File: config.mk
export PLATFORM = sky130hd
export DESIGN_NAME = recip_share_arbiter
export DESIGN_NICKNAME = d
export VERILOG_FILES = /design/src/rtl/recip_share_arbiter.sv
export SDC_FILE = /design/constraint.sdc
export NUM_CORES = 1
export LEC_CHECK = 0
export CAP_MARGIN = 20
export CORE_MARGIN = 2
export CORE_UTILIZATION = 36
export CTS_BUF_LIST = sky130_fd_sc_hd__clkbuf_4 sky130_fd_sc_hd__clkbuf_8 sky130_fd_sc_hd__clkbuf_16
export CTS_CLUSTER_SIZE = 40
export DETAILED_ROUTE_END_ITERATION = 7
export GPL_ROUTABILITY_DRIVEN = 0
export PLACE_DENSITY_LB_ADDON = 0.2
export SLEW_MARGIN = 20
export SYNTH_ARGS = -nofsm -noshare
export SYNTH_HDL_FRONTEND = slang
export SYNTH_SLANG_ARGS = --single-unit
File: constraint.sdc
create_clock -name CLK -period 3.2 [get_ports CLK]
set_input_delay 0.32 -clock CLK [delete_from_list [all_inputs] [get_ports CLK]]
set_output_delay 0.32 -clock CLK [all_outputs]
set_load 0.03 [all_outputs]
File: src/rtl/recip_share_arbiter.sv
// Round-robin share of one reciprocal CORDIC unit among NUM_REQ requesters.
// Screens non-positive operands and abandons a launch after TIMEOUT cycles.
module recip_share_arbiter #(
    parameter int NUM_REQ     = 4,
    parameter int INT_LENGTH  = 17,
    parameter int FRAC_LENGTH = 12,
    parameter int TIMEOUT     = 31,
    localparam int W   = INT_LENGTH + FRAC_LENGTH,
    localparam int IDW = $clog2(NUM_REQ)
) (
    input  logic                 CLK,
    input  logic                 RST,
    input  logic [NUM_REQ-1:0]   req_valid,
    input  logic [NUM_REQ*W-1:0] req_data,
    output logic [NUM_REQ-1:0]   req_ready,
    output logic                 rsp_valid,
    output logic [IDW-1:0]       rsp_id,
    output logic [W-1:0]         rsp_data,
    output logic                 rsp_dz,
    output logic                 rsp_timeout,
    output logic                 busy,
    output logic                 recp_enable,
    output logic [W-1:0]         recp_input,
    input  logic [W-1:0]         recp_result,
    input  logic                 recp_valid
);

    localparam int TW = $clog2(TIMEOUT + 1);

    localparam logic [1:0] S_IDLE   = 2'd0;
    localparam logic [1:0] S_LAUNCH = 2'd1;
    localparam logic [1:0] S_WAIT   = 2'd2;
    localparam logic [1:0] S_RESP   = 2'd3;

    localparam logic [W-1:0]   MAXPOS = {1'b0, {(W-1){1'b1}}};
    localparam logic [TW-1:0]  TMAX   = TW'(TIMEOUT);
    localparam logic [IDW-1:0] LAST   = IDW'(NUM_REQ - 1);

    logic [1:0]     state_q, state_d;
    logic [IDW-1:0] ptr_q, ptr_d;
    logic [IDW-1:0] id_q, id_d;
    logic [TW-1:0]  timer_q, timer_d;
    logic [W-1:0]   op_q, op_d;
    logic [W-1:0]   rdata_q, rdata_d;
    logic [IDW-1:0] rid_q, rid_d;
    logic           dz_q, dz_d;
    logic           to_q, to_d;

    logic           win_ok;
    logic [IDW-1:0] win_id;
    logic [W-1:0]   win_op;
    logic           win_nonpos;

    function automatic logic [IDW-1:0] wrap_add(
        input logic [IDW-1:0] base,
        input int             k
    );
        int s;
        s = int'(base) + k;
        if (s >= NUM_REQ) s = s - NUM_REQ;
        return IDW'(s);
    endfunction

    // Rotating-priority search: first valid bit from ptr upward, wrapping
    always_comb begin
        win_ok = 1'b0;
        win_id = ptr_q;
        for (int k = 0; k < NUM_REQ; k++) begin
            if (!win_ok && req_valid[wrap_add(ptr_q, k)]) begin
                win_ok = 1'b1;
                win_id = wrap_add(ptr_q, k);
            end
        end
        win_op     = req_data[int'(win_id)*W +: W];
        win_nonpos = win_op[W-1] || (win_op == '0);
    end

    // One-hot accept, only in IDLE and never while reset is held
    always_comb begin
        req_ready = '0;
        if (state_q == S_IDLE && win_ok && !RST)
            req_ready[win_id] = 1'b1;
    end

    // Scheduler FSM next-state and datapath updates
    always_comb begin
        state_d = state_q;
        ptr_d   = ptr_q;
        id_d    = id_q;
        timer_d = timer_q;
        op_d    = op_q;
        rdata_d = rdata_q;
        rid_d   = rid_q;
        dz_d    = dz_q;
        to_d    = to_q;
        unique case (state_q)
            S_IDLE: begin
                if (win_ok) begin
                    id_d = win_id;
                    op_d = win_op;
                    if (win_nonpos) begin
                        rid_d   = win_id;
                        dz_d    = 1'b1;
                        to_d    = 1'b0;
                        rdata_d = MAXPOS;
                        state_d = S_RESP;
                    end else begin
                        state_d = S_LAUNCH;
                    end
                end
            end
            S_LAUNCH: begin
                timer_d = '0;
                state_d = S_WAIT;
            end
            S_WAIT: begin
                if (recp_valid) begin
                    rid_d   = id_q;
                    dz_d    = 1'b0;
                    to_d    = 1'b0;
                    rdata_d = recp_result;
                    state_d = S_RESP;
                end else if (timer_q == TMAX) begin
                    rid_d   = id_q;
                    dz_d    = 1'b0;
                    to_d    = 1'b1;
                    rdata_d = '0;
                    state_d = S_RESP;
                end else begin
                    timer_d = timer_q + TW'(1);
                end
            end
            S_RESP: begin
                ptr_d   = (id_q == LAST) ? '0 : id_q + IDW'(1);
                state_d = S_IDLE;
            end
            default: state_d = S_IDLE;
        endcase
    end

    // State registers, cleared asynchronously
    always_ff @(posedge CLK or posedge RST) begin
        if (RST) begin
            state_q <= S_IDLE;
            ptr_q   <= '0;
            id_q    <= '0;
            timer_q <= '0;
            op_q    <= '0;
            rdata_q <= '0;
            rid_q   <= '0;
            dz_q    <= 1'b0;
            to_q    <= 1'b0;
        end else begin
            state_q <= state_d;
            ptr_q   <= ptr_d;
            id_q    <= id_d;
            timer_q <= timer_d;
            op_q    <= op_d;
            rdata_q <= rdata_d;
            rid_q   <= rid_d;
            dz_q    <= dz_d;
            to_q    <= to_d;
        end
    end

    assign rsp_valid   = (state_q == S_RESP);
    assign busy        = (state_q != S_IDLE);
    assign recp_enable = (state_q == S_LAUNCH);
    assign recp_input  = op_q;
    assign rsp_id      = rid_q;
    assign rsp_data    = rdata_q;
    assign rsp_dz      = dz_q;
    assign rsp_timeout = to_q;

endmodule

==> results of run 1 <==
-- cell type report --
cell class | instances | area (um2)
clock buffer | 10 | 233
clock inverter | 6 | 115
fill | 866 | 3630
inverter | 10 | 40.0
multi-input combinational | 205 | 2360
sequential | 73 | 1830
tap | 143 | 179
timing repair buffer | 284 | 3030
-- layer usage --
metal	wire length [um]	up-vias	track usage, %
met4	338	0	8.05
met1	5490	1920	26.7
met2	7900	182	40.8
li1	-	1745	-
met5	0	-	0
met3	1130	20	6.48
-- worst min-delay path by stage --
stage                     slack (ns)  cells after the start              to             from
final                           0.45                      2   recp_input[4]              RST
after global routing            0.51                      2   recp_input[4]              RST
after CTS                       0.47                      2   recp_input[4]              RST
after detailed placement        0.49                      2  recp_input[28]   recp_input[28]
after global placement          0.49                      2  recp_input[28]   recp_input[28]
after floorplan                 0.46                      2    rsp_data[20]  recp_result[20]
-- sequential cells by signal, summed over array words and instances (netlist names), 2 cells and up --
name	cells
id_q	2
ptr_q	2
recp_input	29
rsp_data	29
rsp_id	2
state_q	2
timer_q	5
-- stage by stage --
stage	cell area [um2]	setup TNS (ns)	setup WS (ns)
after detailed placement	6770	-25.13	-0.807
after floorplan	4210	0	0.00922
after global routing	7780	-9.21	-0.310
after global placement	6770	-23.14	-0.718
after CTS	7610	-7.51	-0.274
final	7780	-5.03	-0.190
-- power groups by stage --
stage | Combinational (uW) | Sequential (uW) | Clock [uW]
6_report | 5590 | 1680 | 1180
5_1_grt | 5850 | 1730 | 1250
4_1_cts | 5320 | 1670 | 1190
3_5_place_dp | 4480 | 1670 | 0
3_3_place_gp | 4380 | 1660 | 0
2_1_floorplan | 2070 | 2400 | 0
-- cells in the final DEF, fill, tap and decap left out, types with 6 or more instances in the layout --
| cell type | Yosys | layout |
|---|---|---|
| inv_1 | 10 | 8 |
| o21ai_0 | 14 | 13 |
| dfrtp_1 | 73 | 72 |
| mux4_2 | 11 | 21 |
| mux4_1 | 17 | 7 |
| clkdlybuf4s50_1 | 0 | 212 |
| nand2_1 | 39 | 38 |
| nor2_1 | 7 | 6 |
| clkbuf_16 | 0 | 12 |
| buf_6 | 7 | 6 |
| ha_1 | 8 | 8 |
| buf_4 | 2 | 39 |
| mux2_2 | 33 | 33 |
| buf_12 | 0 | 14 |
| a2bb2oi_2 | 20 | 27 |
-- cells by family (layout without fill, tap and decap cells) --
family | after synthesis | count (layout) | share of synthesized area, %
AO/OA/AOI/OAI | 61 | 61 | 15.0
multiplexers | 64 | 64 | 26.1
AND/OR/NAND/NOR | 72 | 72 | 8.15
flip-flops | 73 | 73 | 43.4
buffers and inverters | 30 | 310 | 4.94
adder cells (fa/ha/maj) | 8 | 8 | 2.38
-- timing repair --
action | in CTS | in global routing
setup endpoints to repair | 34 | 35
cloned | 6 | 3
hold endpoints to repair | 0 | 0
pin swaps | 18 | 9
buffers inserted | 15 | 8
resized for setup | 54 | 16
==> flow_summary.yaml, run 1 <==
setup_path:
  max_stage_delay_ns: 0.54
  critical-path-top-delay-family: "buffers and inverters"
  endpoint: "rsp_data[24]"
  cp-end-kind: "register"
  critPathRequiredTime_ns: 3.45
  critPathBufInv: 7
  crit_slowest_cell: "mux4_2"
  reg2reg_to: "rsp_data[24]"
  arrival_ns: 3.64
  critPathLaunchType: "register"
  cp.depth: 16
  crit_path_start: "ptr_q[1]"
  ff2ff_path_depth: 16
  path_max_fanout: 7
  worstSetupPathType: "reg -> reg"
  r2r_slack_ns: -0.19
  crit_top_cell: "buf_12"
  crit_chain: "buf_6 > nand2_4 > a21oi_4 > o221ai_4 > buf_12 > buf_12 > buf_12 > buf_6 > mux4_2 > nor4_4 > nand3_2 > or2_4 > a31oi_4 > buf_12 > buf_12 > a2bb2oi_2"
  timing.rr.start: "ptr_q[1]"
timing:
  fin_ws_ns: -0.190
  fmax_mhz: 295
  relSlewSlack_pct: 58.7
  worst_pin_slew_ns: 0.618
  finalCritPeriodShare_pct: 106
  setup_violations: 33
  period_minus_slack_ns: 3.39
  slew_violations: 0
  hold_viol_final: 0
  hold_ws_ns: 0.449
  fin_skew_ns: 0.00773
  grt_setup_unrepaired: "yes"
logic_synthesis:
  syn-num-nets: 468
  ys_seq_elements: 73
  synth_area_per_cell_um2: 13.7
  synth_ff_type: "dfrtp_1"
  syn_inst: 308
  syn_area_um2: 4210
  synth_commonest_cells: "73 x dfrtp_1, 39 x nand2_1, 33 x mux2_2, 20 x a2bb2oi_2, 17 x mux4_1"
  yosys.area.top_type_share_pct: 43.4
  async_flop_share_pct: 100
  yosys_warnings: 0
  synth_edf_count: 0
  ys_seq_area_share_pct: 43.4
  yosys.cell_count.top_type: "dfrtp_1"
  yosys.cell_types.count: 47
  synth_top_area_cell: "dfrtp_1"
  synth_area_leaders: "dfrtp_1 43%, mux4_1 11%, mux2_2 8.8%"
finish:
  post-route-util_pct: 68.2
  final_nets: 743
  drive_gt1_share_pct: 33.5
  area_delta_synth_final_pct: 85.1
  fin_cells: 731
  n_antenna_cell: 0
route:
  drc: 0
  avgViaCountPerCell: 5.29
  detail_route.iter0.violations: 225
  ant_nets: 0
  vias: 3867
  drt-total-wl_mm: 14.9
  wire_per_inst_um: 20.3
  dr.pass1.iters: 4
clock_network:
  cts_root_buf: "clkbuf_16"
  clk_latency_ns: 0.33
  cts_made_buffers: 9
  clk_path_buf_depth: 2
  htree_levels: 3
  clkTransAtPathRegs_ns: 0.06
  cts_hold_buf: 0
  clock_sinks: 73
  cts_tree: "done"
floorplan:
  initial_core_util_pct: 36.8
  die_w_um: 112
  die_h_um: 112
  pin_count: 221
  dieArea_um2: 12600
  core_area_um2: 11400
  rows: 39
power:
  power_uw: 8450
  combPwrFrac_pct: 66.1
  p_leak_uw: 0.00317
  power_density_nw_per_um2: 1090
  p_int_uw: 5190
  clockPowerShare_pct: 14.0
  ir_drop_uv: 783
  p_switching_uw: 3250
  swShare_pct: 38.5
  pwr-share-seq_pct: 19.9
placed_design:
  dp_hpwl_mm: 10.0
  io_buffer_count: 220
  dp_cells: 685
global_routing:
  antenna_found_initial: 0
  grt_max_degree: 48
  grt_pass1_wl_mm: 22.5
  grt_overflow_total: 0
  grt_pass1_vias: 4175
  grt_usage_pct: 23.0
status:
  violations: "setup timing"
  status: "complete, but fails checks"
job:
  maxCapViolations: 0
worst_hold_path:
  min_path_type: "in -> async"
Note: power is estimated with default switching activity, not from simulation.
==> inputs of run 2 (changes only) <==
ABC_AREA = 1   (was default)
CORE_UTILIZATION = 43   (was 36)
clock period = 3.61 ns   (was 3.2 ns; I/O delays follow)
==> run 2 against run 1 <==
  * The run now ends clean
  * Non-clock buffer count down 48
  * Final cell count up 53%
  * Combinational power up 5.2%
  * Sequential power down 11%
  * Clock-buffer cell count unchanged
  * Total power down 1.1%
  * Hold slack better by 0.020 ns
  * Routed wire length down 0.46%
==> flow_summary.yaml, run 2 <==
setup_path:
  crit_chain: "inv_2 > nand2_1 > nand2_1 > nand2_1 > nand2_1 > nand4_1 > nand2_2 > nand2_2 > buf_4 > nor3_1 > clkdlybuf4s50_1"
  ff2ff_path_depth: 23
  arrival_ns: 3.00
  critPathLaunchType: "register"
  path_max_fanout: 21
  worstSetupPathType: "reg -> out"
  critPathRequiredTime_ns: 3.25
  crit_top_cell: "nand2_1"
  cp-end-kind: "primary output"
  max_stage_delay_ns: 0.69
  crit_slowest_cell: "clkdlybuf4s50_1"
timing:
  setup_tns_ns: 0
  period_minus_slack_ns: 3.36
  hold_ws_ns: 0.469
  worst_pin_slew_ns: 0.923
  fmax_mhz: 298
  grt_setup_unrepaired: "no"
  fin_skew_ns: 0.00759
  finalCritPeriodShare_pct: 93.0
  hold_viol_final: 0
  slew_violations: 0
  setup_violations: 0
  relSlewSlack_pct: 38.5
floorplan:
  rows: 38
  die_h_um: 110
  dieArea_um2: 12200
  die_w_um: 110
  core_area_um2: 10900
  initial_core_util_pct: 44.5
  pin_count: 221
global_routing:
  grt_overflow_total: 0
  grt_usage_pct: 24.5
  antenna_found_initial: 0
  grt_max_degree: 74
  grt_pass1_vias: 5103
  grt_pass1_wl_mm: 23.5
logic_synthesis:
  yosys.cell_types.count: 28
  synth_area_per_cell_um2: 6.28
  ys_seq_area_share_pct: 37.6
  synth_edf_count: 0
  synthMuxAreaShare_pct: 0
  synth_compound_area_share_pct: 5.35
  yosys.area_share.adder_pct: 2.06
  yosys.area.top_type_share_pct: 37.6
  yosys_warnings: 0
  synth_xor_area_share_pct: 0
  synth_top_area_cell: "dfrtp_1"
  syn_inst: 775
  async_flop_share_pct: 100
  synth_area_leaders: "dfrtp_1 38%, nand2_1 33%, nand3_1 8.4%"
  synth_simple_gate_area_share_pct: 46.5
  synth_commonest_cells: "428 x nand2_1, 82 x nand3_1, 73 x dfrtp_1, 34 x nor2_1, 33 x inv_1"
  yosys.cell_count.top_type: "nand2_1"
  ys_seq_elements: 73
  syn_area_um2: 4860
  synth_ff_type: "dfrtp_1"
  synth_top_family_by_area: "simple AND/OR/NAND/NOR gates"
  syn-num-nets: 935
route:
  vias: 5540
  drc: 0
  drt-total-wl_mm: 14.8
  avgViaCountPerCell: 4.94
  ant_nets: 0
  dr.pass1.iters: 5
  wire_per_inst_um: 13.2
  detail_route.iter0.violations: 385
finish:
  num-fill-cells: 982
  area_delta_synth_final_pct: 53.2
  final_cell_mix: "428 x nand2_1, 218 x clkdlybuf4s50_1, 82 x nand3_1"
  multi_input_area_um2: 2620
  final_nets: 1136
  layout_commonest_cell: "nand2_1"
  n_antenna_cell: 0
  seq_area_um2: 1830
  drive_gt1_share_pct: 5.20
power:
  combPwrFrac_pct: 70.4
  p_int_uw: 3960
  swShare_pct: 52.7
  p_leak_uw: 0.00375
  pwr-share-seq_pct: 17.9
  ir_drop_uv: 609
  clockPowerShare_pct: 11.8
  p_switching_uw: 4400
  power_density_nw_per_um2: 1120
clock_network:
  htree_levels: 3
  clk_latency_ns: 0.33
  clk_path_buf_depth: 2
  cts_tree: "done"
  cts_hold_buf: 0
  clock_sinks: 73
  cts_setup_buffers: 0
  cts_made_buffers: 9
  clkTransAtPathRegs_ns: 0.06
  cts_root_buf: "clkbuf_16"
status:
  status: "complete, no violations"
worst_hold_path:
  min_path_type: "reg -> reg"
  worstHoldPathCells: 2
job:
  maxCapViolations: 0
placed_design:
  dp_hpwl_mm: 10.8
  io_buffer_count: 220
==> run 2: cell count changes in the layout (fill, tap and decap cells not counted), sizes merged, moves of 10 or more <==
cell / before / now
a31oi: 2 / 12
nor2: 7 / 35
o21ai: 15 / 29
mux2: 35 / 0
nand3: 3 / 83
nand2: 40 / 432
inv: 11 / 39
mux4: 28 / 0
buf: 63 / 18
a2bb2oi: 28 / 0
==> run 2: layout make-up <==
| type | instances | share of cell area, % |
|---|---|---|
| clock buffers | 10 | 3.21 |
| flip-flops and latches | 73 | 24.5 |
| repair buffers | 236 | 31.4 |
| inverters | 39 | 2.05 |
| multi-input cells | 617 | 35.2 |
| well taps | 140 | 2.35 |
| clock inverters | 6 | 1.21 |
==> run 2: metal layers <==
| metal | routed length (um) | share of wire, % | track usage (%) |
|---|---|---|---|
| met1 | 6190 | 42 | 31.1 |
| met2 | 7040 | 48 | 41.3 |
| met3 | 1340 | 9.1 | 6.29 |
| met4 | 220 | 1.5 | 6.96 |
| met5 | 0 | 0 | 0 |
==> run 2: critical path, delay by kind of cell (launching register included) <==
family	cells	cell delay [ns]
buffers and inverters	3	1.16
and+or+nand+nor	8	1.02
DFF	1	0.49
==> run 2: power by group through the flow <==
stage	registers, uW	logic (uW)	clock network, uW
after global placement	1500	5790	0
after global routing	1540	6620	1030
after floorplan	2120	3570	0
after detailed placement	1500	5890	0
after CTS	1490	5910	992
final	1490	5880	983
==> run 2: cells by family (layout without fill, tap and decap cells) <==
| group | count (synthesis) | after routing |
|---|---|---|
| simple gates | 561 | 561 |
| buf+inv | 85 | 291 |
| compound gates | 48 | 48 |
| fa+ha+maj | 8 | 8 |
| flops | 73 | 73 |
==> run 2: what timing repair did <==
item | CTS | global route
resized for setup | 0 | 3
endpoints found under the hold margin | 0 | 0
endpoints found under the setup margin | 0 | 35
==> run 2: path summary, 6_finish.rpt <==
kind                               start             end  slack, ns
worst max-delay path            ptr_q[0]    req_ready[1]       0.25
worst min-delay path              rsp_dz          rsp_dz       0.47
worst max register to register  ptr_q[0]    rsp_data[26]       0.40
worst min register to register    rsp_dz          rsp_dz       0.47
max in group asynchronous            RST        ptr_q[0]       2.32
min in group asynchronous            RST  recp_input[16]       0.65
==> run 2: through the flow <==
stage	power, uW	std cells	utilization, %	setup slack [ns]	area (um2)
after global placement	7290	1105	65.1	0.285	7120
final	8350	1121	68.1	0.253	7450
after global routing	9190	1121	68.1	0.0295	7450
after detailed placement	7390	1105	65.1	0.174	7120
after CTS	8390	1121	68.1	0.206	7450
after floorplan	5690	775	-	0.320	4860
==> inputs of run 3 (changes only) <==
CORE_UTILIZATION = 26   (was 43)
==> run 3 against run 2 <==
  * Core utilization decreased by 27 points
  * Non-clock buffer count increased by 1
  * Setup slack improved by 0.11 ns
  * Fmax increased by 3.5%
  * Combinational power increased by 3%
  * Total power increased by 1.8%
  * Largest cell class unchanged
  * Global-route usage decreased by 8.0 points
==> flow_summary.yaml, run 3 (same netlist as run 2, synthesis figures left out) <==
timing:
  worst_pin_slew_ns: 0.969
  slew_violations: 0
  relSlewSlack_pct: 35.4
  fmax_mhz: 308
  period_minus_slack_ns: 3.24
  finalCritPeriodShare_pct: 89.9
  grt_setup_unrepaired: "no"
  fin_skew_ns: 0.00760
  setup_tns_ns: 0
  fin_ws_ns: 0.366
  setup_violations: 0
  hold_viol_final: 0
floorplan:
  die_w_um: 141
  rows: 50
  pin_count: 221
  die_h_um: 141
  initial_core_util_pct: 26.3
  dieArea_um2: 19800
  core_area_um2: 18500
placed_design:
  io_buffer_count: 220
  dpl_cell_area_um2: 7290
  dp_hpwl_mm: 11.8
  pre_cts_ws_ns: 0.101
  dp_cells: 1200
setup_path:
  worstSetupPathType: "reg -> out"
  reg2reg_to: "rsp_data[26]"
  critPathLaunchType: "register"
  critPathRequiredTime_ns: 3.25
  timing.rr.start: "ptr_q[0]"
  r2r_slack_ns: 0.46
  arrival_ns: 2.88
  ff2ff_path_depth: 22
  path_max_fanout: 14
  cp-end-kind: "primary output"
worst_hold_path:
  hold_start: "rsp_data[10]"
  min_path_type: "reg -> reg"
  worstHoldPathCells: 2
  hold-path-endpoint: "rsp_data[10]"
finish:
  final_cell_area_um2: 7620
  multi_input_area_um2: 2640
  area_delta_synth_final_pct: 56.6
  n_antenna_cell: 0
  drive_gt1_share_pct: 5.10
  final_cell_mix: "428 x nand2_1, 218 x clkdlybuf4s50_1, 82 x nand3_1"
  seq_area_um2: 1830
  layout_commonest_cell: "nand2_1"
  fin_cells: 1214
  num-fill-cells: 2002
  final_nets: 1137
clock_network:
  clk_latency_ns: 0.34
  cts_made_buffers: 9
  clkTransAtPathRegs_ns: 0.06
  cts_resized: 0
  cts_setup_buffers: 0
  clock_sinks: 73
  cts_root_buf: "clkbuf_16"
  cts_tree: "done"
  htree_levels: 3
  clk_path_buf_depth: 2
  cts_hold_buf: 0
route:
  detail_route.iter0.violations: 246
  vias: 5409
  wire_per_inst_um: 13.3
  avgViaCountPerCell: 4.46
  drt-total-wl_mm: 16.2
  dr.pass1.iters: 8
  drc: 0
  ant_nets: 0
global_routing:
  grt_pass1_vias: 5209
  grt_usage_pct: 16.5
  antenna_found_initial: 0
  grt_max_degree: 74
  grt_pass1_wl_mm: 26.3
  grt_overflow_total: 0
power:
  p_leak_uw: 0.00377
  power_density_nw_per_um2: 1120
  ir_drop_uv: 478
job:
  maxCapViolations: 0
status:
  status: "complete, no violations"
==> run 3: metrics by stage <==
stage / hold slack [ns] / utilization [%] / total power (uW)
4_1_cts: 0.473 / 41.1 / 8640
6_report: 0.469 / 41.1 / 8500
3_3_place_gp: 0.453 / 39.4 / 7590
2_1_floorplan: 0.444 / - / 5690
5_1_grt: 0.486 / 41.1 / 9440
3_5_place_dp: 0.458 / 39.4 / 7620
==> run 3: final cells by class <==
| type | count | area share [%] |
|---|---|---|
| clock buffers | 11 | 3.32 |
| clock inverters | 3 | 0.854 |
| inverters | 39 | 1.97 |
| multi-input cells | 617 | 34.7 |
| flip-flops and latches | 73 | 24.0 |
| well taps | 234 | 3.84 |
| repair buffers | 237 | 31.3 |
==> run 3: where the power goes <==
group          internal (uW)  switching (uW)
logic                   2180            3850
clock network            634             347
registers               1250             242
==> run 3: routing by layer <==
| metal | GRT usage (%) | vias to the layer above | wire [um] |
|---|---|---|---|
| li1 | - | 2830 | - |
| met1 | 21.3 | 2363 | 7230 |
| met2 | 26.7 | 199 | 7490 |
| met3 | 4.65 | 17 | 1230 |
| met4 | 5.42 | 0 | 254 |
| met5 | 0 | - | 0 |
==> run 3: worst max-delay path by stage <==
stage,slack (ns),endpoint,from
global route,0.05,req_ready[3],ptr_q[0]
global placement,0.15,rsp_data[15],req_valid[3]
floorplan,0.32,req_ready[0],RST
CTS,0.33,rsp_data[26],ptr_q[1]
finish,0.37,req_ready[3],ptr_q[0]
detailed placement,0.10,rsp_data[26],req_valid[2]
==> run 3: worst max-delay path, stage by stage, from the launching register on <==
cell             delay [ns]
dfrtp_1                0.38
buf_4                  0.18
nand2_1                0.10
nand3_1                0.08
nand2_1                0.15
inv_1                  0.08
nand3_1                0.07
nand2_1                0.06
inv_1                  0.09
nand2_1                0.07
nand2_1                0.06
nand2_1                0.10
buf_4                  0.22
nor3_1                 0.21
clkdlybuf4s50_1        0.69
